==> config.mk <==
export PLATFORM = sky130hd
export DESIGN_NAME = mux_4x1
export DESIGN_NICKNAME = d
export VERILOG_FILES = /design/src/rtl/mux_4x1.sv
export SDC_FILE = /design/constraint.sdc
export NUM_CORES = 1
export LEC_CHECK = 0
export BUFFER_PORTS_ARGS = -buffer_cell sky130_fd_sc_hd__buf_2
export CAP_MARGIN = 20
export CORE_AREA = 4 4 41 43
export CTS_BUF_LIST = sky130_fd_sc_hd__clkbuf_4
export DETAILED_ROUTE_END_ITERATION = 7
export DIE_AREA = 0 0 45 47
export SLEW_MARGIN = 20
export SYNTH_ARGS = -nofsm -noshare
export SYNTH_HDL_FRONTEND = slang
export SYNTH_HIERARCHICAL = 1
export SYNTH_SLANG_ARGS = --single-unit
==> constraint.sdc <==
create_clock -name clk -period 0.9 [get_ports clk]
set_input_delay 0.045 -clock clk [delete_from_list [all_inputs] [get_ports clk]]
set_output_delay 0.045 -clock clk [all_outputs]
set_load 0.05 [all_outputs]
==> src/rtl/mux_4x1.sv <==
// Registered 4:1 multiplexer: one-cycle capture of the selected input, with
// a valid strobe and a registered copy of the select that produced y.

module mux_4x1_lane (
    input  logic [3:0] din,
    input  logic [1:0] sel,
    output logic       dout
);
    assign dout = din[sel];
endmodule

module mux_4x1 #(
    parameter int               WIDTH     = 1,
    parameter logic [WIDTH-1:0] RESET_VAL = '0
) (
    input  logic             clk,
    input  logic             rst,
    input  logic             en,
    input  logic [WIDTH-1:0] a,
    input  logic [WIDTH-1:0] b,
    input  logic [WIDTH-1:0] c,
    input  logic [WIDTH-1:0] d,
    input  logic             s1,
    input  logic             s2,
    output logic [WIDTH-1:0] y,
    output logic             y_valid,
    output logic [1:0]       sel_q
);
    logic [1:0]       sel;
    logic [WIDTH-1:0] y_d;

    assign sel = {s1, s2};

    // One lane per data bit; every lane sees the same select.
    for (genvar i = 0; i < WIDTH; i++) begin : g_lane
        mux_4x1_lane u_lane (
            .din  ({d[i], c[i], b[i], a[i]}),
            .sel  (sel),
            .dout (y_d[i])
        );
    end

    always_ff @(posedge clk or posedge rst) begin
        if (rst) begin
            y       <= RESET_VAL;
            sel_q   <= 2'b00;
            y_valid <= 1'b0;
        end else begin
            y_valid <= en;
            if (en) begin
                y     <= y_d;
                sel_q <= sel;
            end
        end
    end
endmodule

### Yosys cells after proc, flatten, opt, wreduce, memory -nomap -nowiden

Cells that the tools add are included.

* bits in registers: 4
* latch bits: 0
* memory bits (writable): 0
* bits in read-only memories: 0
* output and inout port bits: 4
* memories kept: 0

* $add $sub $neg: 0
* $mul: 0
* div/mod/pow operators: 0
* $lt $le $gt $ge: 1
* equal/unequal tests: 0
* shifts and indexed selects: 0
* mux-type cells: 2
* bitwise operators: 0
* reductions and logical operators: 0

Operator list (number)
* $lt 2x3->1 const B: 1
* $bmux 1 s2: 1
* $mux 1: 1

### Depth between registers and ports, before layout

Gate-level depths: netlist of run 1.

* depth in word-level cells: 2
* depth in mapped cells: 2

### Cells and area by module

Netlist of run 1, hierarchy kept.

Modules (own cells, without submodules)
* mux_4x1: times used 1, cells each 8, area each 137.6 um^2
* mux_4x1_lane: times used 1, cells each 1, area each 22.5 um^2

### Worst setup path before layout of run 1

Ideal clock, no wire load.

* kind: reg2reg
* start: register sel_q[0] (netlist name)
* end: register sel_q[0]
* arrival: 0.863 ns
* data required time: 0.775 ns
* setup slack: -0.088 ns
* cell stages (with the launch flop): 2
* buffers on the path: 0
* clock period less this slack: 0.988 ns
* cells stage by stage: dfrtp_1 -> mux2_2

RTL lines
* end signal, assigned: RTL line 52 `sel_q <= sel;`
* end, declared: RTL line 27 `output logic [1:0] sel_q`

### Worst setup path in the final report of run 1

* start: register sel_q[0]
* end: output port sel_q[0]

No word-level cell between the ends.

==> results.json, run 1 <==
{
  "yosysSeqAreaShare_pct": 62.5,
  "synth_largest_type_area_fraction_pct": 62.5,
  "post-synth-top-count-cell": "sky130_fd_sc_hd__dfrtp_1",
  "critPathMaxStageDelay_ns": 0.39,
  "post_synthesis_to_final_layout_area_growth_pct": 92.2,
  "critical_path_required_ns": 0.85,
  "synthFlopType": "sky130_fd_sc_hd__dfrtp_1",
  "route.final.wire_length_um": 447,
  "hold_wc_path_type": "input port to flop",
  "layout.filler_cells": 152,
  "finalCritPeriodShare_pct": 97.6,
  "worstSetupEndpoint": "sel_q[0]",
  "io_pins": 13,
  "highest_attainable_clock_frequency_ghz": 1.14,
  "die_h_um": 47,
  "final_nets": 38,
  "synth-seq-cells": 4,
  "ctsRootBufferMaster": "sky130_fd_sc_hd__clkbuf_4",
  "worstMarginPinSlew_ns": 0.250,
  "cell_type_of_the_slowest_stage_on_the_worst_timing_path": "sky130_fd_sc_hd__dfrtp_2",
  "outcome": "complete, no violations",
  "cts_tree": "built",
  "layout_min_cycle_time_ns": 0.878,
  "cts.htree.levels": 1,
  "final_core_util_pct": 23.7,
  "ys_async_sr_fraction_pct": 100,
  "rr_worst_depth": 1,
  "routed_wire_length_per_instance_um": 10.4,
  "drv_slew": 0,
  "grt_max_degree": 5,
  "min-delay-start": "s1",
  "layout.cells.non_filler": 43,
  "sequential_cell_area_um2": 104,
  "worstPathArrival_ns": 0.83,
  "peakVddDrop_mv": 0.376,
  "groute.usage.overall_pct": 5.94,
  "crit_path_cell_trace": "clkbuf_4",
  "floorplan.die.width_um": 45,
  "dr_total_vias": 158,
  "grt_antenna_before_repair": 0,
  "core_um2": 1300,
  "critical_path.reg2reg.startpoint": "sel_q[0]",
  "clk_path_buf_depth": 2,
  "crit_type": "flop to primary output",
  "critical-path-top-delay-family": "flip-flops",
  "path_max_fanout": 2,
  "netlist.top_cell.by_area": "sky130_fd_sc_hd__dfrtp_1",
  "drt-pass1-iter-count": 1,
  "floorplan.rows": 13,
  "worstSetupEndpointType": "primary output",
  "synth_cells": 9,
  "setup_slack_on_the_worst_flop_to_flop_path_ns": 0.14,
  "cts.sink_count": 4,
  "port_buffers": 12,
  "grt_overflow_total": 0,
  "power_density_nw_per_um2": 2080,
  "timing.critical_path.from_type": "flop",
  "post-cts-setup-buffer-count": 0,
  "path_depth": 1,
  "synthesis.area_um2": 160,
  "timing.final.ws_setup_ns": 0.0216,
  "antennaDiodeCount": 0,
  "synth_edf_count": 0,
  "drtIter0Drc": 0,
  "yosys.cell_types.count": 4,
  "finalClockSkew_ns": 0,
  "setup_violations": 0,
  "drcViolationCount": 0,
  "synth.net_count": 18,
  "power_leakage_nw": 0.148,
  "clock_insertion_delay_worst_skew_ns": 0.24,
  "critPathLaunch": "sel_q[0]",
  "synthesis.yosys.warnings": 6,
  "rsz_0062_raised_after_global_routing": "no",
  "finalWeightedCongestion": 0.620,
  "first_global_vias": 180,
  "synth_area_per_cell_um2": 17.8,
  "r2r_end": "sel_q[0]",
  "viasPerCell": 3.67,
  "numCtsBuffers": 3,
  "multiInputGateArea_um2": 56.3,
  "synth.area.top_cells": "sky130_fd_sc_hd__dfrtp_1 63%, sky130_fd_sc_hd__mux2_2 21%, sky130_fd_sc_hd__mux4_2 14%, sky130_fd_sc_hd__inv_1 2.3%",
  "pre_cts_ws_ns": -0.140,
  "cp_num_buf_inv": 1,
  "worst_slew_margin_rel_pct": 83.5,
  "layout-drive-gt1-share_pct": 85.7,
  "start_util_pct": 12.3,
  "floorplan.die_area_um2": 2120,
  "cts.reportedPaths.clkPinSlew_ns": 0.04,
  "drtAntennaViolNets": 0,
  "place_inst": 37,
  "cap_viol_max_count": 0,
  "most_frequent_cells_after_synthesis": "4 x sky130_fd_sc_hd__dfrtp_1, 3 x sky130_fd_sc_hd__mux2_2, 1 x sky130_fd_sc_hd__inv_1, 1 x sky130_fd_sc_hd__mux4_2",
  "hold_viol": 0,
  "grt_pass1_wl_um": 779
}
cells in the final DEF (no fill, tap or decap):
| cell type | netlist | routed |
|---|---|---|
| sky130_fd_sc_hd__dfrtp_2 | 0 | 3 |
| sky130_fd_sc_hd__clkbuf_4 | 0 | 5 |
| sky130_fd_sc_hd__buf_2 | 0 | 9 |
| sky130_fd_sc_hd__mux4_2 | 1 | 1 |
| sky130_fd_sc_hd__dlygate4sd3_1 | 0 | 2 |
| sky130_fd_sc_hd__dfrtp_1 | 4 | 1 |
| sky130_fd_sc_hd__inv_1 | 1 | 1 |
| sky130_fd_sc_hd__mux2_2 | 3 | 3 |
| sky130_fd_sc_hd__buf_4 | 0 | 3 |
final cells by class:
| cell class | instances | share of cell area (%) |
|---|---|---|
| timing repair buffer | 15 | 30.9 |
| inverter | 1 | 1.22 |
| sequential | 4 | 33.7 |
| clock buffer | 4 | 9.76 |
| multi-input combinational | 4 | 18.3 |
| tap | 15 | 6.10 |
layer usage:
layer / GRT usage, % / routed length, µm
met5: 0 / 0
met1: 6.86 / 197
met4: 5.26 / 0
met2: 7.34 / 163
met3: 3.83 / 87
kinds of logic (layout without fill, tap and decap cells):
kind of cell,count (synthesis),in the layout,synth area share (%)
buffers and inverters,1,20,2.34
flip-flops,4,4,62.5
multiplexers,4,4,35.2
how the worst min path moves through the flow:
stage                     endpoint  cells after the start
after CTS                 sel_q[1]                      2
after global placement     y_valid                      2
after detailed placement   y_valid                      2
after floorplan            y_valid                      1
final                     sel_q[1]                      2
after global routing      sel_q[1]                      2
stage by stage:
step                TNS (ns)  area (µm²)  total power [mW]  hold slack [ns]
floorplan           -0.00693         164             0.304           -0.189
global placement      -0.124         250             0.350          -0.0698
detailed placement    -0.140         250             0.353          -0.0662
CTS                        0         303             0.651           0.0687
global route               0         308             0.678           0.0899
finish                     0         308             0.639           0.0777
sequential cells by signal (all words and copies together) (netlist names):
| signal | count |
|---|---|
| sel_q | 2 |
| y | 1 |
| y_valid | 1 |
power breakdown:
group | switching, mW | internal, mW
clock network | 0.0777 | 0.197
logic | 0.0924 | 0.0624
registers | 0.00828 | 0.201
total | 0.178 | 0.461
timing repair:
| action | in CTS | in global routing |
|---|---|---|
| resized for setup | 1 | 3 |
| hold endpoints to repair | 5 | 0 |
| hold buffers | 2 | 0 |
| setup endpoints to repair | 1 | 2 |
Power figures use the tool's default switching activity.
==> run 2: changes to the inputs <==
CTS_BUF_LIST = unset   (was sky130_fd_sc_hd__clkbuf_4)
PLACE_DENSITY = 0.34   (was unset)
==> results.json, run 2 (same netlist as run 1, synthesis figures left out) <==
{
  "clk_path_buf_depth": 2,
  "regMostFlops": "sel_q",
  "post-cts-setup-buffer-count": 0,
  "first_global_vias": 174,
  "floorplan.die.width_um": 45,
  "pre_cts_ws_ns": -0.127,
  "grt_antenna_before_repair": 0,
  "layout.cells.most_common": "sky130_fd_sc_hd__buf_2",
  "port_buffers": 12,
  "largest_register_ffs": 2,
  "totalNegativeSetupSlack_ns": 0,
  "dr_total_vias": 144,
  "outcome": "complete, no violations",
  "drv_slew": 0,
  "layout.cells.most_common_list": "9 x sky130_fd_sc_hd__buf_2, 3 x sky130_fd_sc_hd__mux2_2, 3 x sky130_fd_sc_hd__clkbuf_4, 3 x sky130_fd_sc_hd__buf_4, 3 x sky130_fd_sc_hd__dfrtp_2",
  "layout-drive-gt1-share_pct": 81.5,
  "rsz_0062_raised_after_global_routing": "no",
  "seq_power_share_pct": 34.1,
  "clock_power_share_pct": 41.4,
  "finalWeightedCongestion": 0.648,
  "setup_violations": 0,
  "power_leakage_nw": 0.140,
  "hpwl_um": 333,
  "groute.usage.overall_pct": 5.80,
  "ctsRootBufferMaster": "sky130_fd_sc_hd__clkbuf_4",
  "globalRouteMet1Util_pct": 4.85,
  "path_max_fanout": 2,
  "critical_path_required_ns": 0.85,
  "finalInstanceArea_um2": 297,
  "floorplan.rows": 13,
  "power.internal_mw": 0.429,
  "hold_viol": 0,
  "finalCritPeriodShare_pct": 96.7,
  "busiest_layer": "met2",
  "start_util_pct": 12.3,
  "cts.htree.levels": 1,
  "drcViolationCount": 0,
  "cts_tree": "built",
  "worstMarginPinSlew_ns": 0.250,
  "routed_wire_length_per_instance_um": 11.0,
  "setup_slack_on_the_worst_flop_to_flop_path_ns": 0.13,
  "drtIter0Drc": 2,
  "worst_slew_margin_rel_pct": 83.5,
  "grt_max_degree": 5,
  "cell_type_of_the_slowest_stage_on_the_worst_timing_path": "sky130_fd_sc_hd__dfrtp_2",
  "grt_util_met2_pct": 7.63,
  "cts.reportedPaths.clkPinSlew_ns": 0.04,
  "worstSetupEndpointType": "primary output",
  "cap_viol_max_count": 0,
  "antennaDiodeCount": 0,
  "post_synthesis_to_final_layout_area_growth_pct": 85.2,
  "worstPathArrival_ns": 0.83,
  "grt_pass1_wl_um": 696,
  "power.share.switching_pct": 30.3,
  "drt-pass1-iter-count": 2,
  "peakVddDrop_mv": 0.618,
  "hold_slack_ns": 0.0651,
  "final_nets": 37,
  "core_um2": 1300,
  "power.net_switching_mw": 0.186,
  "timing.final.ws_setup_ns": 0.0298,
  "highest_attainable_clock_frequency_ghz": 1.15,
  "floorplan.die_area_um2": 2120,
  "clock_insertion_delay_worst_skew_ns": 0.24,
  "cp_num_buf_inv": 1,
  "power_density_nw_per_um2": 2070,
  "layout_min_cycle_time_ns": 0.870,
  "gr-usage-met3_pct": 4.98,
  "detailed_place.area_um2": 243,
  "grt_overflow_total": 0,
  "hold_wc_path_type": "input port to flop",
  "io_pins": 13,
  "cts.sink_count": 4,
  "critPathMaxStageDelay_ns": 0.39,
  "largest_registers": "sel_q: 2 flops, y: 1 flops, y_valid: 1 flops",
  "critical-path-top-delay-family": "flip-flops",
  "route.final.wire_length_um": 462,
  "numCtsBuffers": 3,
  "combPwrFrac_pct": 24.5,
  "crit_path_cell_trace": "buf_4",
  "finalClockSkew_ns": 0,
  "final_core_util_pct": 22.8,
  "timing.critical_path.from_type": "flop",
  "die_h_um": 47,
  "viasPerCell": 3.43,
  "crit_type": "flop to primary output",
  "drtAntennaViolNets": 0
}
==> run 2: cell types whose count changed in the layout (fill, tap and decap cells not counted), sizes merged <==
| cell | delta |
|---|---|
| clkbuf | -1 |
==> run 2: layout make-up <==
class	count	area, µm²
clock buffer	4	26.3
fill	152	1000
inverter	1	3.75
multi-input combinational	4	56.3
sequential	4	104
tap	15	18.8
timing repair buffer	14	87.6
==> run 2: final timing paths <==
check	to	cells after the start	start
min in group asynchronous	y	3	rst
worst max-delay path	sel_q[1]	1	sel_q[1]
worst min-delay path	sel_q[1]	2	s1
max in group asynchronous	sel_q[0]	3	rst
worst min register to register	y	1	y
worst max register to register	sel_q[1]	1	sel_q[1]
==> run 2: through the flow <==
stage,std cells,power (mW)
final,42,0.615
after global routing,42,0.654
after CTS,42,0.635
after detailed placement,36,0.347
after global placement,36,0.346
after floorplan,9,0.304
==> run 2: routing by layer <==
layer	vias up	part of all wire, %
li1	67	-
met3	2	14
met1	66	37
met5	-	0
met4	0	3.0
met2	9	46
==> run 2: what timing repair did <==
| item | 4_1_cts | 5_1_grt |
|---|---|---|
| pin swaps | 0 | 0 |
| endpoints found under the setup margin | 2 | 1 |
| resized for setup | 2 | 2 |
| hold buffers | 2 | 0 |
| gates cloned | 0 | 0 |
| endpoints found under the hold margin | 5 | 0 |
==> run 2: power by group through the flow <==
stage	clock network [mW]	logic, mW	registers, mW
after floorplan	0	0.0267	0.277
after global placement	0	0.135	0.211
after detailed placement	0	0.136	0.211
after CTS	0.275	0.150	0.210
after global routing	0.282	0.160	0.212
final	0.254	0.151	0.210
==> run 3: changes to the inputs <==
PLACE_DENSITY = 0.35   (was 0.34)
clock period = 0.8 ns   (was 0.9 ns; I/O delays follow)
==> results.json, run 3 (same netlist as run 1, synthesis figures left out) <==
{
  "finalClockSkew_ns": 0,
  "route.final.wire_length_um": 458,
  "first_global_vias": 193,
  "floorplan.rows": 13,
  "hold_viol": 0,
  "finalCritPeriodShare_pct": 105,
  "timing.final.ws_setup_ns": -0.0399,
  "port_buffers": 12,
  "min-delay-start": "s1",
  "setup_violations": 3,
  "antennaDiodeCount": 0,
  "drcViolationCount": 0,
  "routed_wire_length_per_instance_um": 10.9,
  "timing.critical_path.from_type": "flop",
  "critPathLaunch": "sel_q[1]",
  "grt_overflow_total": 0,
  "layout.filler_cells": 151,
  "critical-path-top-delay-family": "flip-flops",
  "layout.cells.non_filler": 42,
  "power_leakage_nw": 0.146,
  "setup_slack_on_the_worst_flop_to_flop_path_ns": 0.03,
  "cell_type_of_the_slowest_stage_on_the_worst_timing_path": "sky130_fd_sc_hd__dfrtp_2",
  "die_h_um": 47,
  "totalNegativeSetupSlack_ns": -0.103,
  "finalWeightedCongestion": 0.673,
  "numCtsBuffers": 3,
  "final_nets": 37,
  "largest_registers": "sel_q: 2 flops, y: 1 flops, y_valid: 1 flops",
  "critical_path.reg2reg.startpoint": "sel_q[1]",
  "drtAntennaViolNets": 0,
  "path_max_fanout": 2,
  "clk_path_buf_depth": 2,
  "worst_slew_margin_rel_pct": 88.0,
  "cts.reportedPaths.clkPinSlew_ns": 0.05,
  "crit_type": "flop to primary output",
  "floorplan.die.width_um": 45,
  "grt_max_degree": 5,
  "post_synthesis_to_final_layout_area_growth_pct": 96.1,
  "grt_antenna_before_repair": 0,
  "design_power_total_mw": 0.716,
  "critical_path_required_ns": 0.76,
  "groute.usage.overall_pct": 6.35,
  "drv_slew": 0,
  "dr_total_vias": 144,
  "layout.cells.most_common": "sky130_fd_sc_hd__buf_2",
  "hold_path_end": "sel_q[1]",
  "timing.hold.worst_path_depth": 2,
  "worstPathArrival_ns": 0.80,
  "worstMarginPinSlew_ns": 0.180,
  "floorplan.die_area_um2": 2120,
  "core_um2": 1300,
  "clock_insertion_delay_worst_skew_ns": 0.23,
  "outcome": "finished, violations left",
  "drt-pass1-iter-count": 4,
  "rsz_0062_raised_after_global_routing": "yes",
  "r2r_end": "sel_q[1]",
  "layout.cells.most_common_list": "8 x sky130_fd_sc_hd__buf_2, 4 x sky130_fd_sc_hd__buf_6, 3 x sky130_fd_sc_hd__mux2_2, 3 x sky130_fd_sc_hd__clkbuf_4, 3 x sky130_fd_sc_hd__dfrtp_2",
  "cts.sink_count": 4,
  "ctsRootBufferMaster": "sky130_fd_sc_hd__clkbuf_4",
  "layout-drive-gt1-share_pct": 81.5,
  "violations": "setup timing",
  "power_density_nw_per_um2": 2280,
  "cp_num_buf_inv": 1,
  "highest_attainable_clock_frequency_ghz": 1.19,
  "cap_viol_max_count": 0,
  "critPathMaxStageDelay_ns": 0.40,
  "worstSetupEndpointType": "primary output",
  "cts.htree.levels": 1,
  "place_inst": 36,
  "multiInputGateArea_um2": 56.3,
  "rr_worst_depth": 1,
  "crit_path_cell_trace": "buf_6",
  "drtIter0Drc": 1,
  "layout_min_cycle_time_ns": 0.840,
  "cts_tree": "built",
  "hpwl_um": 343,
  "sequential_cell_area_um2": 104,
  "grt_pass1_wl_um": 786,
  "hold_wc_path_type": "input port to flop",
  "regMostFlops": "sel_q",
  "viasPerCell": 3.43,
  "largest_register_ffs": 2,
  "start_util_pct": 12.3,
  "peakVddDrop_mv": 0.772,
  "io_pins": 13
}
## run 3: cell types whose count changed in the layout (fill, tap and decap cells not counted)
cell,before,now
sky130_fd_sc_hd__buf_6,0,4
sky130_fd_sc_hd__buf_2,9,8
sky130_fd_sc_hd__buf_4,3,0
## run 3: repair_timing
| action | in CTS | in global routing |
|---|---|---|
| buffers inserted | 0 | 0 |
| setup endpoints to repair | 4 | 5 |
| endpoints found under the hold margin | 5 | 0 |
| hold buffers | 2 | 0 |
| resized for setup | 8 | 0 |
## run 3: where the power goes
group	internal, mW	total, mW	switching, mW
clock network	0.189	0.293	0.104
logic	0.0821	0.184	0.101
registers	0.227	0.240	0.0133
## run 3: cell type report
type | instances | area share, %
timing repair buffer | 14 | 33.5
sequential | 4 | 33.1
multi-input combinational | 4 | 17.9
clock buffer | 4 | 8.37
tap | 15 | 5.98
inverter | 1 | 1.20
## run 3: worst max path at each step
stage               cells past startpoint  slack [ns]        to
global route                            1       -0.08  sel_q[1]
detailed placement                      3       -0.21         y
global placement                        3       -0.22         y
CTS                                     1       -0.05  sel_q[1]
floorplan                               1       -0.10  sel_q[0]
finish                                  1       -0.04  sel_q[1]
## run 3: per-stage QoR
stage,hold slack [ns],utilization [%],instance area (µm²),setup WS [ns]
after floorplan,-0.194,-,164,-0.102
after global placement,-0.0707,18.7,243,-0.215
after detailed placement,-0.0605,18.7,243,-0.210
after CTS,0.0447,24.1,314,-0.0514
after global routing,0.0501,24.1,314,-0.0840
final,0.0531,24.1,314,-0.0399
## run 3: layer usage
layer / routed length, µm / vias to the layer above / part of all wire (%) / track usage, %
li1: - / 67 / - / -
met1: 191 / 70 / 42 / 5.30
met5: 0 / - / 0 / 0
met3: 50 / 0 / 11 / 4.60
met2: 216 / 7 / 47 / 8.47
met4: 0 / 0 / 0 / 8.77
